===== src/rtl/axi_pack_filter_parallel_wrap_pkg.sv =====
// Shared types for the pack-filter wrapper: 9-bit-ID AXI bus and limiter defaults.
package axi_pack_filter_parallel_wrap_pkg;

  localparam int unsigned IdWidth   = 9;
  localparam int unsigned AddrWidth = 32;
  localparam int unsigned DataWidth = 32;
  localparam int unsigned StrbWidth = DataWidth / 8;
  localparam int unsigned UserWidth = 1;

  // Width of every in-flight counter; limits above 255 are not representable.
  localparam int unsigned CntWidth = 8;

  localparam int unsigned DefaultMaxReads  = 8;
  localparam int unsigned DefaultMaxWrites = 8;

  typedef logic [IdWidth-1:0]   axi_id_t;
  typedef logic [AddrWidth-1:0] axi_addr_t;
  typedef logic [DataWidth-1:0] axi_data_t;
  typedef logic [StrbWidth-1:0] axi_strb_t;
  typedef logic [UserWidth-1:0] axi_user_t;

  typedef struct packed {
    axi_id_t    id;
    axi_addr_t  addr;
    logic [7:0] len;
    logic [2:0] size;
    logic [1:0] burst;
    logic       lock;
    logic [3:0] cache;
    logic [2:0] prot;
    logic [3:0] qos;
    logic [3:0] region;
    logic [5:0] atop;
    axi_user_t  user;
  } axi_idext_aw_chan_t;

  typedef struct packed {
    axi_data_t data;
    axi_strb_t strb;
    logic      last;
    axi_user_t user;
  } axi_idext_w_chan_t;

  typedef struct packed {
    axi_id_t    id;
    logic [1:0] resp;
    axi_user_t  user;
  } axi_idext_b_chan_t;

  typedef struct packed {
    axi_id_t    id;
    axi_addr_t  addr;
    logic [7:0] len;
    logic [2:0] size;
    logic [1:0] burst;
    logic       lock;
    logic [3:0] cache;
    logic [2:0] prot;
    logic [3:0] qos;
    logic [3:0] region;
    axi_user_t  user;
  } axi_idext_ar_chan_t;

  typedef struct packed {
    axi_id_t    id;
    axi_data_t  data;
    logic [1:0] resp;
    logic       last;
    axi_user_t  user;
  } axi_idext_r_chan_t;

  typedef struct packed {
    axi_idext_aw_chan_t aw;
    logic               aw_valid;
    axi_idext_w_chan_t  w;
    logic               w_valid;
    logic               b_ready;
    axi_idext_ar_chan_t ar;
    logic               ar_valid;
    logic               r_ready;
  } axi_idext_req_t;

  typedef struct packed {
    logic              aw_ready;
    logic              ar_ready;
    logic              w_ready;
    logic              b_valid;
    axi_idext_b_chan_t b;
    logic              r_valid;
    axi_idext_r_chan_t r;
  } axi_idext_rsp_t;

  // Limit expressed at counter width, for comparison against a counter value.
  function automatic logic [CntWidth-1:0] cnt_limit(int unsigned max);
    return CntWidth'(max);
  endfunction

endpackage


===== src/rtl/axi_pack_credit_cnt.sv =====
// Up/down counter tracking in-flight items; saturates at zero on a stray decrement.
module axi_pack_credit_cnt
  import axi_pack_filter_parallel_wrap_pkg::*;
#(
  parameter int unsigned Max = 8
) (
  input  logic                clk_i,
  input  logic                rst_i,
  input  logic                inc_i,
  input  logic                dec_i,
  output logic [CntWidth-1:0] cnt_o,
  output logic                full_o,
  output logic                empty_o
);

  logic [CntWidth-1:0] cnt_q, cnt_d;

  // Next count: simultaneous inc and dec cancel, decrement at zero is dropped.
  always_comb begin
    cnt_d = cnt_q;
    if (inc_i && !dec_i) begin
      cnt_d = cnt_q + CntWidth'(1);
    end else if (dec_i && !inc_i && (cnt_q != '0)) begin
      cnt_d = cnt_q - CntWidth'(1);
    end
  end

  // Count register with synchronous active-low clear.
  always_ff @(posedge clk_i) begin
    if (!rst_i) begin
      cnt_q <= '0;
    end else begin
      cnt_q <= cnt_d;
    end
  end

  assign cnt_o   = cnt_q;
  assign full_o  = (cnt_q == cnt_limit(Max));
  assign empty_o = (cnt_q == '0);

  // A release with nothing in flight means the attached bus broke protocol.
  a_no_underflow : assert property (@(posedge clk_i) disable iff (!rst_i)
    !(dec_i && !inc_i && empty_o));

endmodule


===== src/rtl/axi_pack_outstanding_limiter.sv =====
// Caps in-flight AR/AW transactions and holds W beats until their AW has been sent.
module axi_pack_outstanding_limiter
  import axi_pack_filter_parallel_wrap_pkg::*;
#(
  parameter int unsigned MaxReads  = DefaultMaxReads,
  parameter int unsigned MaxWrites = DefaultMaxWrites,
  parameter type axi_req_t = axi_idext_req_t,
  parameter type axi_rsp_t = axi_idext_rsp_t
) (
  input  logic                clk_i,
  input  logic                rst_i,
  input  axi_req_t            slv_req_i,
  output axi_rsp_t            slv_rsp_o,
  output axi_req_t            mst_req_o,
  input  axi_rsp_t            mst_rsp_i,
  output logic [CntWidth-1:0] rd_outstanding_o,
  output logic [CntWidth-1:0] wr_outstanding_o,
  output logic                idle_o
);

  logic                rd_full, rd_empty;
  logic                wr_full, wr_empty;
  logic                wc_empty, unused_wc_full;
  logic [CntWidth-1:0] rd_cnt, wr_cnt, unused_wc_cnt;
  logic                w_open;
  logic                ar_fwd_valid, aw_fwd_valid, w_fwd_valid;
  logic                ar_hs, aw_hs, w_last_hs, r_last_hs, b_hs;

  // Gates depend only on registered counts, never on the same channel's ready.
  assign w_open       = ~wc_empty;
  assign ar_fwd_valid = slv_req_i.ar_valid & ~rd_full;
  assign aw_fwd_valid = slv_req_i.aw_valid & ~wr_full;
  assign w_fwd_valid  = slv_req_i.w_valid & w_open;

  assign ar_hs     = ar_fwd_valid & mst_rsp_i.ar_ready;
  assign aw_hs     = aw_fwd_valid & mst_rsp_i.aw_ready;
  assign w_last_hs = w_fwd_valid & mst_rsp_i.w_ready & slv_req_i.w.last;
  assign r_last_hs = mst_rsp_i.r_valid & slv_req_i.r_ready & mst_rsp_i.r.last;
  assign b_hs      = mst_rsp_i.b_valid & slv_req_i.b_ready;

  // Request path: payloads straight through, only the gated valids overridden.
  always_comb begin
    mst_req_o          = slv_req_i;
    mst_req_o.ar_valid = ar_fwd_valid;
    mst_req_o.aw_valid = aw_fwd_valid;
    mst_req_o.w_valid  = w_fwd_valid;
  end

  // Response path: payloads straight through, only the gated readies overridden.
  always_comb begin
    slv_rsp_o          = mst_rsp_i;
    slv_rsp_o.ar_ready = mst_rsp_i.ar_ready & ~rd_full;
    slv_rsp_o.aw_ready = mst_rsp_i.aw_ready & ~wr_full;
    slv_rsp_o.w_ready  = mst_rsp_i.w_ready & w_open;
  end

  axi_pack_credit_cnt #(
    .Max (MaxReads)
  ) u_rd_cnt (
    .clk_i   (clk_i),
    .rst_i   (rst_i),
    .inc_i   (ar_hs),
    .dec_i   (r_last_hs),
    .cnt_o   (rd_cnt),
    .full_o  (rd_full),
    .empty_o (rd_empty)
  );

  axi_pack_credit_cnt #(
    .Max (MaxWrites)
  ) u_wr_cnt (
    .clk_i   (clk_i),
    .rst_i   (rst_i),
    .inc_i   (aw_hs),
    .dec_i   (b_hs),
    .cnt_o   (wr_cnt),
    .full_o  (wr_full),
    .empty_o (wr_empty)
  );

  // W credit: AWs sent whose last W beat has not yet gone out. Bounded by wr_cnt.
  axi_pack_credit_cnt #(
    .Max (MaxWrites)
  ) u_w_credit (
    .clk_i   (clk_i),
    .rst_i   (rst_i),
    .inc_i   (aw_hs),
    .dec_i   (w_last_hs),
    .cnt_o   (unused_wc_cnt),
    .full_o  (unused_wc_full),
    .empty_o (wc_empty)
  );

  assign rd_outstanding_o = rd_cnt;
  assign wr_outstanding_o = wr_cnt;
  assign idle_o           = rd_empty & wr_empty & wc_empty;

endmodule


===== config.mk =====
export PLATFORM = sky130hd
export DESIGN_NAME = axi_pack_outstanding_limiter
export DESIGN_NICKNAME = d
export VERILOG_FILES = /design/src/rtl/axi_pack_filter_parallel_wrap_pkg.sv /design/src/rtl/axi_pack_credit_cnt.sv /design/src/rtl/axi_pack_outstanding_limiter.sv
export SDC_FILE = /design/constraint.sdc
export NUM_CORES = 1
export LEC_CHECK = 0
export ABC_AREA = 1
export CAP_MARGIN = 20
export CORE_AREA = 2 2 204 206
export CTS_CLUSTER_SIZE = 30
export DETAILED_ROUTE_END_ITERATION = 16
export DIE_AREA = 0 0 206 208
export PLACE_DENSITY_LB_ADDON = 0.3
export SLEW_MARGIN = 20
export SYNTH_ARGS = -nofsm -noshare
export SYNTH_HDL_FRONTEND = slang
export SYNTH_HIERARCHICAL = 1
export SYNTH_SLANG_ARGS = --single-unit

===== constraint.sdc =====
create_clock -name clk_i -period 2.22 [get_ports clk_i]
set_clock_uncertainty 0.1 [all_clocks]
set_input_delay 0.222 -clock clk_i [delete_from_list [all_inputs] [get_ports clk_i]]
set_output_delay 0.222 -clock clk_i [all_outputs]
set_load 0.01 [all_outputs]

==> results of run 1 <==
worst max-delay path: stages, from the launching register on:
cell     delay, ns
dfxtp_2       0.33
nor2_2        0.12
nand2_2       0.09
nor2_4        0.17
inv_2         0.06
nand2_2       0.08
nor2_4        0.05
inv_4         0.09
nand2_8       0.10
buf_6         0.13
fa_2          0.35
nand3_2       0.09
nand2_2       0.06
xor2_1        0.14
nor2_1        0.13
nor2_1        0.05
per-layer routing:
| metal | vias up | track usage | wire (um) |
|---|---|---|---|
| met4 | 0 | 0.07020 | 1507 |
| met1 | 1147 | 0.05059 | 4047 |
| met3 | 138 | 0.02961 | 1597 |
| met5 | - | 0 | 0 |
| met2 | 202 | 0.08667 | 5587 |
| li1 | 1223 | - | - |
metrics by stage:
step,total power [W],setup WS [ns],TNS (ns),area (um^2),cells
6_report,0.003152,-0.03103,-0.03446,4382,961
5_1_grt,0.003433,-0.1973,-1.310,4382,961
2_1_floorplan,0.001815,0.002722,0,3804,541
4_1_cts,0.002962,-0.09170,-0.2503,4074,954
3_5_place_dp,0.002114,-0.5440,-6.391,3570,939
3_3_place_gp,0.002127,-0.5173,-6.445,3570,939
report_power, final:
part	total, W	internal (W)	leakage (nW)	switching (W)
Combinational	0.00200	0.00105	1.52	0.000948
Sequential	0.000574	0.000519	0.203	0.0000557
Clock	0.000579	0.000361	0.0511	0.000218
Total	0.00315	0.00193	1.77	0.00122
timing repair:
action                                  in CTS  in global routing
pin swaps                                   41                 48
buffers inserted                            13                  7
resized for setup                           62                 59
endpoints found under the setup margin      21                 17
final cells by class:
class,count,area (um^2)
Clock buffer,3,75.07
Clock inverter,1,30.03
Fill cell,4753,36170
Inverter,29,111.4
Multi-Input combinational cell,235,1794
Sequential cell,24,496.7
Tap cell,532,665.6
Timing Repair Buffer,137,1209
flip-flops by register name, indices dropped and copies added, names as in the netlist:
name              flops
u_wr_cnt/cnt_o        8
u_rd_cnt/cnt_o        8
u_w_credit/cnt_o      8
how the worst min path moves through the flow:
stage,slack (ns),start,to,cells past startpoint
6_report,0.34,slv_req_i[114],mst_req_o[114],0
5_1_grt,0.34,slv_req_i[13],mst_req_o[13],0
4_1_cts,0.34,slv_req_i[102],mst_req_o[102],0
3_5_place_dp,0.34,slv_req_i[102],mst_req_o[102],0
3_3_place_gp,0.34,slv_req_i[102],mst_req_o[102],0
2_1_floorplan,0.24,rst_i,u_rd_cnt/cnt_o[7],2
==> summary.md, run 1 <==
| Metric | Value |
|---|---|
| Run status | `finished with violations` |
| Failing checks | `negative setup slack` |
| Power Density | `719.4 nW/um^2` |
| YS warnings | `6` |
| CTS Buffer Depth | `2` |
| Die ar. | `42,850 um^2` |
| VDD IR-drop max | `0.2474 mV` |
| Setup ws final | `-0.03103 ns` |
| Launch point of the worst path | `u_w_credit/cnt_o[6]` |
| FF-to-FF path depth | `15` |
| DR vias | `2,710` |
| MaxCap Viol Count | `0` |
| Post-Syn Area per Cell | `6.998 um^2` |
| ANT cells | `0` |
| Final Critical Period | `2.251 ns` |
| Vias in the first global route | `2,798` |
| I/O pins | `525` |
| Pre-antenna DRT Iters | `4` |
| Critical Path RT | `2.30 ns` |
| Critical Setup Path Class | `reg2reg` |
| Total CTS buffers | `3` |
| WHS | `0.3440 ns` |
| NumNets Final | `706` |
| Die Width | `206 um` |
| Gpl congestion | `0.6859` |
| Starting Density | `0.09336` |
| Crit path launch type | `register` |
| Max frequency | `0.4442 GHz` |
| Fraction of layout instances using a drive strength above 1 | `0.4872` |
| Reg2reg end | `u_w_credit/cnt_o[4]` |
| Final hold violations | `0` |
| Chip Height | `208 um` |
| Total core area | `40,550 um^2` |
| First DRT Iteration DRCs | `96` |
| Reg clk slew, reported paths | `0.07 ns` |
| CTS tree | `yes` |
| HPWL Detailed | `10.06 mm` |
| Mapped Nets | `817` |
| Launch point of the worst reg-to-reg path | `u_w_credit/cnt_o[6]` |
| Tcrit/Tclk final | `1.014` |
| Drc violations | `0` |
| Slew margin rel. | `0.7751` |
| RSZ-0062 raised after global routing | `yes` |
| Area grow syn2layout | `15.73%` |
| Syn Inst Count | `541` |
| H-tree level count | `1` |
| Static Leak | `1.773 nW` |
| First-pass GRT wire length | `17.60 mm` |
| Largest net degree at the start of global routing | `25` |
| Worst setup endpoint | `u_w_credit/cnt_o[4]` |
| Total clock sinks | `24` |
| Finish-stage setup viols | `3` |
| Critical Path Sink Type | `register` |
| Routed length per placed instance | `13.26 um` |
| FF-to-FF setup slack | `-0.03 ns` |
| Number of port buffers | `42` |
| Most frequent cells in the layout | `buf_4 (84), nor2_1 (46), clkdlybuf4s50_1 (38)` |
| Cell Area, Synth | `3786 um^2` |
| DRT antenna net count | `0` |
| Clock latency on the worst-skew pair | `0.28 ns` |
| GRT Total Usage | `0.05759` |
| Commonest non-fill, non-tap cell in the layout | `buf_4` |
| Post-layout util | `0.1080` |
| Root Buffer | `clkbuf_16` |
| Initial antenna violation count | `0` |
| Slew @ Worst Pin | `0.3373 ns` |
| Max FO, Critical Path | `8` |
| Drt total wl | `12.74 mm` |
| Site Rows | `74` |
| Via density | `2.820` |
| Total grt overflow | `0` |
| Worst Hold Class | `in2out` |
| CTS hold repair buffers | `0` |
| Arrival @ worst endpoint | `2.33 ns` |
| Final Slew Violations | `0` |
Note: power is estimated with default switching activity, not from simulation.
==> run 2: changes to the inputs <==
--- a/config.mk
+++ b/config.mk
@@ -7,10 +7,10 @@
 export LEC_CHECK = 0
 export ABC_AREA = 1
 export CAP_MARGIN = 20
-export CORE_AREA = 2 2 204 206
+export CORE_AREA = 2 2 205 207
 export CTS_CLUSTER_SIZE = 30
 export DETAILED_ROUTE_END_ITERATION = 16
-export DIE_AREA = 0 0 206 208
+export DIE_AREA = 0 0 207 209
 export PLACE_DENSITY_LB_ADDON = 0.3
 export SLEW_MARGIN = 20
 export SYNTH_ARGS = -nofsm -noshare
==> constraint.sdc (replaced) <==
create_clock -name clk_i -period 2.7 [get_ports clk_i]
set_clock_uncertainty 0.1 [all_clocks]
set_input_delay 0.27 -clock clk_i [delete_from_list [all_inputs] [get_ports clk_i]]
set_output_delay 0.27 -clock clk_i [all_outputs]
set_load 0.05 [all_outputs]
==> summary.md, run 2 (same netlist as run 1, synthesis figures left out) <==
| Metric | Value |
|---|---|
| Via density | `2.641` |
| Total core area | `41,290 um^2` |
| NumNets Final | `637` |
| Slew margin rel. | `0.6080` |
| Setup TNS | `0 ns` |
| Largest net degree at the start of global routing | `25` |
| Die ar. | `43,260 um^2` |
| Critical Path RT | `2.79 ns` |
| Chip Height | `209 um` |
| MaxCap Viol Count | `0` |
| Sw Share | `0.4588` |
| First-pass GRT wire length | `16.88 mm` |
| Critical Path Sink Type | `register` |
| GRT Total Usage | `0.05443` |
| Combinational share of power | `0.597` |
| Run status | `finished, final reports clean` |
| Critical Setup Path Class | `reg2reg` |
| HPWL Detailed | `10.50 mm` |
| Final hold violations | `0` |
| Setup ws final | `0.2919 ns` |
| Final Critical Period | `2.408 ns` |
| Worst Hold Class | `reg2reg` |
| Reg clk slew, reported paths | `0.06 ns` |
| Clock power share | `0.177` |
| Die Width | `207 um` |
| Slew @ Worst Pin | `0.5862 ns` |
| Power Density | `626.8 nW/um^2` |
| RSZ-0062 raised after global routing | `yes` |
| Post-layout util | `0.07918` |
| Total clock sinks | `24` |
| I/O pins | `525` |
| Total CTS buffers | `3` |
| Clock latency on the worst-skew pair | `0.26 ns` |
| Max FO, Critical Path | `6` |
| Area grow syn2layout | `-13.65%` |
| Arrival @ worst endpoint | `2.50 ns` |
| Reg2reg end | `u_rd_cnt/cnt_o[6]` |
| Starting Density | `0.09170` |
| FF-to-FF setup slack | `0.29 ns` |
| VDD IR-drop max | `0.2398 mV` |
| Drc violations | `0` |
| Most frequent cells in the layout | `nand2_1 (58), nor2_1 (55), clkdlybuf4s50_1 (39)` |
| Gpl congestion | `0.6852` |
| DP Worst Slack | `0.05967 ns` |
| Launch point of the worst reg-to-reg path | `u_rd_cnt/cnt_o[6]` |
| Routed length per placed instance | `13.76 um` |
| Int Pwr | `0.001109 W` |
| DRT antenna net count | `0` |
| DR vias | `2,374` |
| Pre-antenna DRT Iters | `4` |
| Fraction of layout instances using a drive strength above 1 | `0.1611` |
| Gates resized, CTS repair | `0` |
| Crit path launch type | `register` |
| First DRT Iteration DRCs | `50` |
| Drt total wl | `12.37 mm` |
| P_sw | `0.0009402 W` |
| Setup bufs post-CTS | `0` |
| WHS | `0.4260 ns` |
| H-tree level count | `1` |
| Initial antenna violation count | `0` |
| ANT cells | `0` |
| FF-to-FF path depth | `16` |
| Worst setup endpoint | `u_rd_cnt/cnt_o[6]` |
| Number of port buffers | `42` |
| Site Rows | `75` |
| Tcrit/Tclk final | `0.8919` |
| Max frequency | `0.4153 GHz` |
| Commonest non-fill, non-tap cell in the layout | `nand2_1` |
| Finish-stage setup viols | `0` |
| Vias in the first global route | `2,452` |
| Flop pwr share | `0.226` |
| Final Slew Violations | `0` |
| CTS Buffer Depth | `2` |
| Static Leak | `1.293 nW` |
| Root Buffer | `clkbuf_16` |
| CTS tree | `yes` |
| Launch point of the worst path | `u_rd_cnt/cnt_o[6]` |
| Total grt overflow | `0` |
| CTS hold repair buffers | `0` |
-- run 2: cell count changes in the layout (fill, tap and decap cells not counted), moves of 10 or more --
cell | before | now
buf_4 | 84 | 29
ha_4 | 13 | 0
nand2_2 | 23 | 9
nand3_1 | 7 | 18
dfxtp_2 | 10 | 0
dfxtp_1 | 13 | 24
nand2_1 | 34 | 58
nand3_2 | 11 | 0
ha_1 | 4 | 18
-- run 2: power groups by stage --
stage	Sequential, W	Clock (W)	Combinational (W)
3_5_place_dp	0.000473	0	0.00123
6_report	0.000464	0.000363	0.00122
4_1_cts	0.000465	0.000384	0.00124
3_3_place_gp	0.000472	0	0.00124
5_1_grt	0.000473	0.000401	0.00138
2_1_floorplan	0.000638	0	0.00163
-- run 2: stage by stage --
stage | area (um^2) | total power, W | instances
CTS | 3247 | 0.002087 | 899
global placement | 3158 | 0.001716 | 895
floorplan | 3786 | 0.002266 | 541
detailed placement | 3158 | 0.001703 | 895
finish | 3269 | 0.002049 | 899
global route | 3269 | 0.002258 | 899
-- run 2: critical path: stages, from the launching register on --
cell     delay (ns)
dfxtp_1        0.34
nor2_1         0.05
nand2_1        0.14
nor2_2         0.08
inv_1          0.05
nand2_1        0.07
nor2_2         0.15
nand2_2        0.15
buf_4          0.19
fa_1           0.40
nand3_1        0.10
nand2_1        0.09
nand3_1        0.11
nand3_1        0.08
nand2_1        0.06
nor2_1         0.04
nor2_1         0.11
-- run 2: layer usage --
metal,up-vias,track usage,part of all wire
met5,-,0,0
met4,0,0.05911,0.11
met3,122,0.02931,0.14
met2,231,0.09448,0.48
met1,939,0.04060,0.27
li1,1082,-,-
-- run 2: final cells by class --
cell class	count	area, um^2
clock buffer	4	88.84
fill	4889	38020
inverter	29	108.9
multi-input combinational	235	1309
sequential	24	480.5
tap	539	674.4
timing repair buffer	68	608.1
-- run 2: how the worst min path moves through the flow --
stage                             start                   to  depth (start not counted)
global placement    u_w_credit/cnt_o[7]  u_w_credit/cnt_o[7]                          2
finish              u_w_credit/cnt_o[7]  u_w_credit/cnt_o[7]                          2
CTS                 u_w_credit/cnt_o[7]  u_w_credit/cnt_o[7]                          2
floorplan                         rst_i    u_rd_cnt/cnt_o[7]                          2
global route              slv_req_i[55]        mst_req_o[55]                          0
detailed placement  u_w_credit/cnt_o[7]  u_w_credit/cnt_o[7]                          2
==> run 3: changes to the inputs <==
--- a/config.mk
+++ b/config.mk
@@ -7,10 +7,9 @@
 export LEC_CHECK = 0
 export ABC_AREA = 1
 export CAP_MARGIN = 20
-export CORE_AREA = 2 2 205 207
-export CTS_CLUSTER_SIZE = 30
+export CORE_AREA = 2 2 204 206
 export DETAILED_ROUTE_END_ITERATION = 16
-export DIE_AREA = 0 0 207 209
+export DIE_AREA = 0 0 206 208
 export PLACE_DENSITY_LB_ADDON = 0.3
 export SLEW_MARGIN = 20
 export SYNTH_ARGS = -nofsm -noshare
==> constraint.sdc (replaced) <==
create_clock -name clk_i -period 2.05 [get_ports clk_i]
set_clock_uncertainty 0.1 [all_clocks]
set_input_delay 0.205 -clock clk_i [delete_from_list [all_inputs] [get_ports clk_i]]
set_output_delay 0.205 -clock clk_i [all_outputs]
set_load 0.05 [all_outputs]
==> summary.md, run 3 (same netlist as run 1, synthesis figures left out) <==
| Metric | Value |
|---|---|
| Run status | `finished with violations` |
| Failing checks | `negative setup slack` |
| I/O pins | `525` |
| H-tree level count | `1` |
| HPWL Detailed | `10.14 mm` |
| First DRT Iteration DRCs | `70` |
| GR Util met2 | `0.08355` |
| Drt total wl | `12.63 mm` |
| Crit path launch type | `register` |
| CTS Buffer Depth | `2` |
| Static Leak | `1.758 nW` |
| Critical Path Sink Type | `register` |
| Via density | `2.721` |
| Worst hold start | `slv_req_i[114]` |
| Initial antenna violation count | `0` |
| Vias in the first global route | `2,640` |
| Arrival @ worst endpoint | `2.28 ns` |
| MaxCap Viol Count | `0` |
| Chip Height | `208 um` |
| Number of port buffers | `42` |
| First-pass GRT wire length | `17.43 mm` |
| Critical Path RT | `2.11 ns` |
| Root Buffer | `clkbuf_16` |
| FF-to-FF setup slack | `-0.16 ns` |
| Final hold violations | `0` |
| Worst Hold Class | `in2out` |
| Routed length per placed instance | `13.27 um` |
| Largest net degree at the start of global routing | `25` |
| Reg area | `540.5 um^2` |
| CP max-delay cell | `dfxtp_4` |
| Slew margin rel. | `0.6652` |
| Worst path bufs/invs | `2` |
| Final Critical Period | `2.214 ns` |
| Reg2reg end | `u_w_credit/cnt_o[7]` |
| Setup TNS | `-1.026 ns` |
| Worst hold endpoint | `mst_req_o[114]` |
| Total core area | `40,550 um^2` |
| CTS tree | `yes` |
| Slew @ Worst Pin | `0.5006 ns` |
| ANT cells | `0` |
| Area grow syn2layout | `19.37%` |
| Fraction of layout instances using a drive strength above 1 | `0.5976` |
| Commonest non-fill, non-tap cell in the layout | `buf_4` |
| Top Family by Delay on Critical Path | `simple AND/OR/NAND/NOR gates` |
| Setup ws final | `-0.1639 ns` |
| Die ar. | `42,850 um^2` |
| DRT antenna net count | `0` |
| DR vias | `2,590` |
| CP Cell Sequence | `nor2_4 -> nand3b_1 -> nor2_4 -> inv_2 -> nand2_4 -> nor2_4 -> buf_12 -> nand2_8 -> ha_4 -> or2_4 -> nand3_1 -> nand2_1 -> nand2_2 -> nand3_2 -> nand2_1 -> nor2_1` |
| Clock latency on the worst-skew pair | `0.26 ns` |
| Max FO, Critical Path | `8` |
| Drc violations | `0` |
| VDD IR-drop max | `0.2860 mV` |
| Gpl congestion | `0.6943` |
| Number of fill cells | `4,754` |
| Critical Setup Path Class | `reg2reg` |
| Power Density | `822.6 nW/um^2` |
| Most frequent cells in the layout | `buf_4 (94), nor2_1 (43), nand2_1 (30)` |
| Met3 Use GR | `0.02851` |
| Final Slew Violations | `0` |
| GRT Total Usage | `0.05588` |
| Pre-antenna DRT Iters | `4` |
| Reg clk slew, reported paths | `0.07 ns` |
| Area of the multi-input gates | `2018 um^2` |
| RSZ-0062 raised after global routing | `yes` |
| Starting Density | `0.09336` |
| Min-Delay Path Depth | `0` |
| CP max stage delay | `0.35 ns` |
| DP Worst Slack | `-0.3672 ns` |
| Max frequency | `0.4517 GHz` |
| Met1 usage | `0.05144` |
| CP most frequent cell | `nor2_4` |
| Total CTS buffers | `3` |
| Tcrit/Tclk final | `1.080` |
| Total grt overflow | `0` |
| Finish-stage setup viols | `14` |
| FF-to-FF path depth | `16` |
| Die Width | `206 um` |
| Site Rows | `74` |
| NumNets Final | `697` |
| Launch point of the worst reg-to-reg path | `u_wr_cnt/cnt_o[0]` |
| Total clock sinks | `24` |
| Top Usage Layer GRT | `met2` |
## run 3: changes by cell type in the layout (fill, tap and decap cells not counted), sizes merged
| cell | delta |
|---|---|
| nand2 | +1 |
| buf | +77 |
| clkdlybuf4s50 | -18 |
## run 3: stage by stage
step / area [um^2] / power, W / hold WS, ns / util / std cells
after global placement: 3675 / 0.002651 / 0.3103 / 0.09061 / 931
after detailed placement: 3675 / 0.002635 / 0.3103 / 0.09061 / 931
after global routing: 4519 / 0.004030 / 0.3101 / 0.1114 / 952
after CTS: 4209 / 0.003551 / 0.3103 / 0.1038 / 944
final: 4519 / 0.003718 / 0.3100 / 0.1114 / 952
after floorplan: 3984 / 0.003089 / 0.2160 / - / 541
## run 3: worst max-delay path by stage
stage | startpoint | to | cells past startpoint
floorplan | u_wr_cnt/cnt_o[5] | u_wr_cnt/cnt_o[7] | 15
global placement | mst_rsp_i[59] | u_w_credit/cnt_o[7] | 14
detailed placement | mst_rsp_i[59] | u_w_credit/cnt_o[7] | 14
CTS | u_wr_cnt/cnt_o[7] | u_w_credit/cnt_o[7] | 15
global route | u_wr_cnt/cnt_o[0] | u_w_credit/cnt_o[7] | 15
finish | u_wr_cnt/cnt_o[0] | u_w_credit/cnt_o[7] | 16
## run 3: area by class of cell
type                            instances  area share
Multi-Input combinational cell        236      0.4466
Timing Repair Buffer                  127      0.2422
Tap cell                              532      0.1473
Sequential cell                        24      0.1196
Inverter                               29     0.02464
Clock buffer                            4     0.01966
## run 3: what timing repair did
item                                    4_1_cts  5_1_grt
pin swaps                                    61       55
resized for setup                            74       58
endpoints found under the setup margin       19       25
cloned                                        0        1
endpoints found under the hold margin         0        0
hold buffers                                  0        0
buffers inserted                             10        9
## run 3: metal layers
| layer | share of wire | vias to the layer above |
|---|---|---|
| met5 | 0 | - |
| met4 | 0.12 | 0 |
| met3 | 0.12 | 140 |
| met2 | 0.44 | 184 |
| met1 | 0.32 | 1065 |
| li1 | - | 1201 |
## run 3: power breakdown
part           internal, W  switching (W)  total, W
registers         0.000577      0.0000638  0.000640
logic              0.00119        0.00139   0.00258
clock network     0.000300       0.000197  0.000496
total              0.00207        0.00165   0.00372
## run 3: worst reg2reg max path, stage by stage (launching register included)
cell and delay (ns):
dfxtp_4 0.35, nor2_4 0.11, nand3b_1 0.12, nor2_4 0.11
inv_2 0.05, nand2_4 0.06, nor2_4 0.04, buf_12 0.13
nand2_8 0.14, ha_4 0.23, or2_4 0.24, nand3_1 0.09
nand2_1 0.07, nand2_2 0.09, nand3_2 0.07, nand2_1 0.06
nor2_1 0.05
